### config.mk
export PLATFORM = sky130hd
export DESIGN_NAME = stochastic_result_uart_tx
export DESIGN_NICKNAME = d
export VERILOG_FILES = /design/src/rtl/stochastic_result_uart_tx.sv
export SDC_FILE = /design/constraint.sdc
export NUM_CORES = 1
export LEC_CHECK = 0
export BUFFER_PORTS_ARGS = -buffer_cell sky130_fd_sc_hd__clkbuf_2
export CAP_MARGIN = 25
export CORE_MARGIN = 2
export CORE_UTILIZATION = 64
export CTS_BUF_LIST = sky130_fd_sc_hd__clkbuf_16
export CTS_CLUSTER_DIAMETER = 200
export CTS_CLUSTER_SIZE = 28
export DETAILED_ROUTE_END_ITERATION = 8
export HOLD_SLACK_MARGIN = 0.15
export PLACE_DENSITY = 0.85
export SYNTH_ARGS = -nofsm -noshare
export SYNTH_HDL_FRONTEND = slang
export SYNTH_SLANG_ARGS = --single-unit
### constraint.sdc
create_clock -name clk -period 5.09 [get_ports clk]
set_clock_uncertainty 0.2 [all_clocks]
set_input_delay 1.018 -clock clk [delete_from_list [all_inputs] [get_ports clk]]
set_output_delay 1.018 -clock clk [all_outputs]
set_load 0.005 [all_outputs]
### src/rtl/stochastic_result_uart_tx.sv
// Serialises each accepted 16-bit result as the ASCII message "R" + 4 hex digits + CR + LF.
// Each byte is sent as an 8N1 UART frame, with no idle gap between bytes.
`timescale 1ns/1ps
module stochastic_result_uart_tx #(
   parameter int unsigned CLKS_PER_BIT = 868
) (
   input  logic        clk,
   input  logic        rst,
   input  logic [15:0] result_value,
   input  logic        result_valid,
   output logic        result_ready,
   input  logic        overrun_clr,
   output logic        uart_tx,
   output logic        busy,
   output logic        overrun
);

   localparam int unsigned CntW = $clog2(CLKS_PER_BIT);
   localparam logic [CntW-1:0] CntMax = CntW'(CLKS_PER_BIT - 1);
   localparam logic [CntW-1:0] CntOne = CntW'(1);

   typedef enum logic [1:0] {StIdle, StStart, StData, StStop} state_e;

   state_e          r_state;
   logic [CntW-1:0] r_baud;
   logic [2:0]      r_bit_idx;
   logic [2:0]      r_byte_idx;
   logic [15:0]     r_hold;
   logic            r_tx;
   logic            r_ready;
   logic            r_busy;
   logic            r_overrun;

   logic [7:0]      w_byte;
   logic            w_wrap;

   function automatic logic [7:0] hex_ascii(input logic [3:0] n);
      // 'A' - 10 = 0x37, so letters land on uppercase A..F
      if (n < 4'd10) return 8'h30 + {4'h0, n};
      else           return 8'h37 + {4'h0, n};
   endfunction

   assign w_wrap = (r_baud == CntMax);

   // Select the byte currently being framed, always from the holding register
   always_comb begin
      w_byte = 8'hFF;
      case (r_byte_idx)
         3'd0:    w_byte = 8'h52;
         3'd1:    w_byte = hex_ascii(r_hold[15:12]);
         3'd2:    w_byte = hex_ascii(r_hold[11:8]);
         3'd3:    w_byte = hex_ascii(r_hold[7:4]);
         3'd4:    w_byte = hex_ascii(r_hold[3:0]);
         3'd5:    w_byte = 8'h0D;
         3'd6:    w_byte = 8'h0A;
         default: w_byte = 8'hFF;
      endcase
   end

   // Sticky overrun: a dropped strobe wins over a simultaneous clear
   always_ff @(posedge clk or posedge rst) begin
      if (rst) begin
         r_overrun <= 1'b0;
      end else if (result_valid && !r_ready) begin
         r_overrun <= 1'b1;
      end else if (overrun_clr) begin
         r_overrun <= 1'b0;
      end
   end

   // Transmit FSM with registered line, ready and busy outputs
   always_ff @(posedge clk or posedge rst) begin
      if (rst) begin
         r_state    <= StIdle;
         r_baud     <= '0;
         r_bit_idx  <= '0;
         r_byte_idx <= '0;
         r_hold     <= '0;
         r_tx       <= 1'b1;
         r_ready    <= 1'b1;
         r_busy     <= 1'b0;
      end else begin
         case (r_state)
            StIdle: begin
               r_tx <= 1'b1;
               if (result_valid && r_ready) begin
                  r_hold     <= result_value;
                  r_ready    <= 1'b0;
                  r_busy     <= 1'b1;
                  r_byte_idx <= '0;
                  r_bit_idx  <= '0;
                  r_baud     <= '0;
                  r_tx       <= 1'b0;
                  r_state    <= StStart;
               end
            end
            StStart: begin
               if (w_wrap) begin
                  r_baud    <= '0;
                  r_bit_idx <= '0;
                  r_tx      <= w_byte[0];
                  r_state   <= StData;
               end else begin
                  r_baud <= r_baud + CntOne;
               end
            end
            StData: begin
               if (w_wrap) begin
                  r_baud <= '0;
                  if (r_bit_idx == 3'd7) begin
                     r_tx    <= 1'b1;
                     r_state <= StStop;
                  end else begin
                     r_bit_idx <= r_bit_idx + 3'd1;
                     r_tx      <= w_byte[r_bit_idx + 3'd1];
                  end
               end else begin
                  r_baud <= r_baud + CntOne;
               end
            end
            StStop: begin
               if (w_wrap) begin
                  r_baud <= '0;
                  if (r_byte_idx == 3'd6) begin
                     r_tx    <= 1'b1;
                     r_ready <= 1'b1;
                     r_busy  <= 1'b0;
                     r_state <= StIdle;
                  end else begin
                     r_byte_idx <= r_byte_idx + 3'd1;
                     r_tx       <= 1'b0;
                     r_state    <= StStart;
                  end
               end else begin
                  r_baud <= r_baud + CntOne;
               end
            end
            default: r_state <= StIdle;
         endcase
      end
   end

   assign uart_tx      = r_tx;
   assign result_ready = r_ready;
   assign busy         = r_busy;
   assign overrun      = r_overrun;

endmodule

==> results.txt <==
- Status: finished clean
- The die is 67.0 um tall.
- After clock tree synthesis, the clock-pin slew on the worst setup and hold paths is 0.06 ns.
- The most used flip-flop cell after synthesis is sky130_fd_sc_hd__dfrtp_1.
* Max IR drop VDD: 0.000345 V
- Hold buffer count at cts: 0
* Final critical-path required period: 2.78 ns
- Num rows: 22
- The die is 67.0 um wide.
- YS warnings: 0
* Number of library cell types mapped by synthesis: 57
* Synthesized area per cell: 9.19 sq um
- Switching share of power: 40.2%
- Internal power summed over all cells: 1.01 mW
- Initial core utilization: 67.8%
- The share of the Yosys chip area taken by registers is 37.6%.
- Clock sink total: 38
* Top achievable clock speed: 0.360 GHz
- Sequential cells account for 34.8% of the total power.
- The first global-routing pass estimated 9360 um of wire.
* Antenna diode instance count: 0
- Setup crit start kind: flop
* Wirelength per Cell: 15.7 um
- Global routing consumed, over all layers together, 27.8% of the routing resources.
- The die covers 4480 sq um.
- Across the run, the number of max-cap violations was 0.
- The analysis attributes to net switching a power of 0.681 mW.
* CORE AREA: 3740 sq um
* Number of register bits inferred by synthesis: 38
* Part of the total power dissipated in combinational logic: 44.6%
- Classification of the worst-slack hold path: reg -> reg
- Initial drt markers: 210
* Final-layout fill cell count: 274
- Synth top area cells: sky130_fd_sc_hd__dfrtp_1 36%, sky130_fd_sc_hd__ha_1 7.9%, sky130_fd_sc_hd__mux2_2 7.5%
- After synthesis, the largest area contributor takes up 35.5% of total cell area.
- For this run, design rule violations remaining after detail routing come to 0.
* First-pass iteration count of the detailed router: 6
- Total power per unit cell area: 595 nW/um^2
* Final sum of negative setup slack: 0 ns
- In this run, synthesis inferred 0 flip-flops with an integrated enable.
- Summed over all nets, the half-perimeter wirelength after detailed placement is 3780 um.
- Worst Setup Path Type: reg -> reg
- Worst Setup SP: r_state[0]
- Global routing finished with a remaining overflow of 0.
- Measured slew at the worst slew-check pin: 0.968 ns
- TritonCTS built the clock tree.
- Setup repair after global routing left no endpoint under its margin.
- Postcts setup bufs: 0
* Post-DRT Antenna Nets: 0
- The final critical path takes up 54.6% of the cycle.
* Gate count of the mapped netlist: 276
* Data arrival time of the critical path: 2.76 ns
- The biggest area contributor in the post-synthesis netlist is sky130_fd_sc_hd__dfrtp_1.
* Required time of the critical path: 5.07 ns
- Number of vias in the routed layout: 2142
- In the final layout, the share of cells above drive strength 1 is 19.8%.
- STA classifies the critical path endpoint as a flop.
- The number of global-route vias before repair came to 2092.
- Number of buffers on the longest clock path: 2
* Most instantiated library cell after synthesis: sky130_fd_sc_hd__dfrtp_1
- Clock latency at the later pin of the worst-skew pair: 0.28 ns
* Boundary pin count: 24
- Leakage power summed over all cells: 1.28 nW
- The worst register-to-register path begins at r_state[0].
* Post-Synthesis Net Count: 312
- The congestion estimate from routability-driven global placement came to 0.857.
- Library cell used as clock root buffer: sky130_fd_sc_hd__clkbuf_16
- Pin count of the biggest net entering global routing: 39
- Number of input and output port buffers inserted: 23
* Launch point of the worst hold path: r_hold[0]
- The cell area that synthesis handed to floorplanning was 2540 sq um.
- After clock tree synthesis, the repair step resized 0 gates.
- Of all nets on the critical path, the largest fanout is 21.
- Number of setup violations in the final report: 0
- Top cells by instance count after synthesis: 36 x sky130_fd_sc_hd__dfrtp_1, 27 x sky130_fd_sc_hd__nand2_1, 25 x sky130_fd_sc_hd__o21ai_0
- Max Slew Vio Count: 0
- Layout overhead on the synthesized area: 12.2%
- Final wirelength: 5420 um
* Initial antenna violation count: 0
* H-tree levels: 2
* Fraction of power consumed by the clock network: 20.6%
- Fraction of synthesis flops using an asynchronous set or reset pin: 100%
* Smallest hold slack: 0.309 ns
* Number of buffers added by the clock tree synthesis step: 5
- Via density per instance: 6.19
* Hold violation count in the final report: 0
- Relative slew slack: 35.0%
- For this run, the post-layout net count is 333.
-- cells by family (layout without fill, tap and decap cells) --
group	count (synthesis)	in the layout	synth area share [%]
flip-flops	38	38	37.6
AND/OR/NAND/NOR	87	87	18.1
AO/OA/AOI/OAI	79	79	21.4
adder cells (fa/ha/maj)	16	16	7.89
XOR/XNOR	5	5	1.73
buffers and inverters	32	54	4.98
multiplexers	19	19	8.33
-- worst max-delay path, stage by stage, from the launching register on --
cell                        delay (ns)
sky130_fd_sc_hd__dfrtp_1          0.40
sky130_fd_sc_hd__inv_1            0.18
sky130_fd_sc_hd__ha_1             0.49
sky130_fd_sc_hd__nand3_1          0.80
sky130_fd_sc_hd__nand4_1          0.36
sky130_fd_sc_hd__a311o_1          0.14
sky130_fd_sc_hd__o2111ai_1        0.11
-- stage by stage --
| step | power [mW] | std cells | instance area (sq um) | util [%] | setup WS, ns |
|---|---|---|---|---|---|
| 5_1_grt | 1.83 | 346 | 2850 | 76.0 | 2.08 |
| 3_5_place_dp | 1.33 | 338 | 2680 | 71.6 | 2.33 |
| 4_1_cts | 1.69 | 346 | 2850 | 76.0 | 2.30 |
| 3_3_place_gp | 1.29 | 338 | 2680 | 71.6 | 2.46 |
| 6_report | 1.69 | 346 | 2850 | 76.0 | 2.31 |
| 2_1_floorplan | 1.15 | 276 | 2540 | - | 2.81 |
-- sequential cells by signal, summed over array words and instances (netlist names) --
| register | flops |
|---|---|
| r_hold | 16 |
| r_baud | 10 |
| r_bit_idx | 3 |
| r_byte_idx | 3 |
| r_state | 2 |
| busy | 1 |
| overrun | 1 |
| result_ready | 1 |
| uart_tx | 1 |
-- power by group through the flow --
| stage | clock [mW] | sequential [mW] | combinational [mW] |
|---|---|---|---|
| floorplan | 0 | 0.539 | 0.607 |
| global placement | 0 | 0.578 | 0.712 |
| detailed placement | 0 | 0.587 | 0.738 |
| CTS | 0.352 | 0.584 | 0.752 |
| global route | 0.364 | 0.612 | 0.850 |
| finish | 0.348 | 0.589 | 0.757 |
-- layout by cell type, fill, tap and decap left out, drive strengths merged, types with 4 or more instances in the layout --
cell	count
nand3	9
inv	22
nor2b	5
mux2	17
o21ai	29
nor2	13
xnor2	4
and3	4
a22o	4
o31ai	5
dfrtp	36
nand2	27
a21oi	10
o21bai	4
clkbuf	28
ha	16
nor3	7
o22ai	4
a21boi	4
-- cell type report --
| cell class | instances | area, sq um | area share, % |
|---|---|---|---|
| well taps | 48 | 60.1 | 2.11 |
| flip-flops and latches | 38 | 953 | 33.5 |
| clock inverters | 3 | 41.3 | 1.45 |
| inverters | 21 | 78.8 | 2.77 |
| clock buffers | 5 | 125 | 4.40 |
| multi-input cells | 206 | 1460 | 51.2 |
| repair buffers | 25 | 130 | 4.57 |
-- metal layers --
metal,global-route usage (%),share of wire (%)
met1,35.8,45
met2,45.6,48
met3,5.74,5.5
met4,11.0,1.8
met5,0,0
-- worst paths after layout --
path                           endpoint  slack (ns)  depth (start not counted)
max in group asynchronous  result_ready        3.71                          3
hold reg to reg               r_hold[0]        0.31                          1
setup reg to reg                uart_tx        2.31                          6
setup / recovery                uart_tx        2.31                          6
min in group asynchronous     r_hold[0]        0.63                          3
hold / removal                r_hold[0]        0.31                          1
Note: power is estimated with default switching activity, not from simulation.
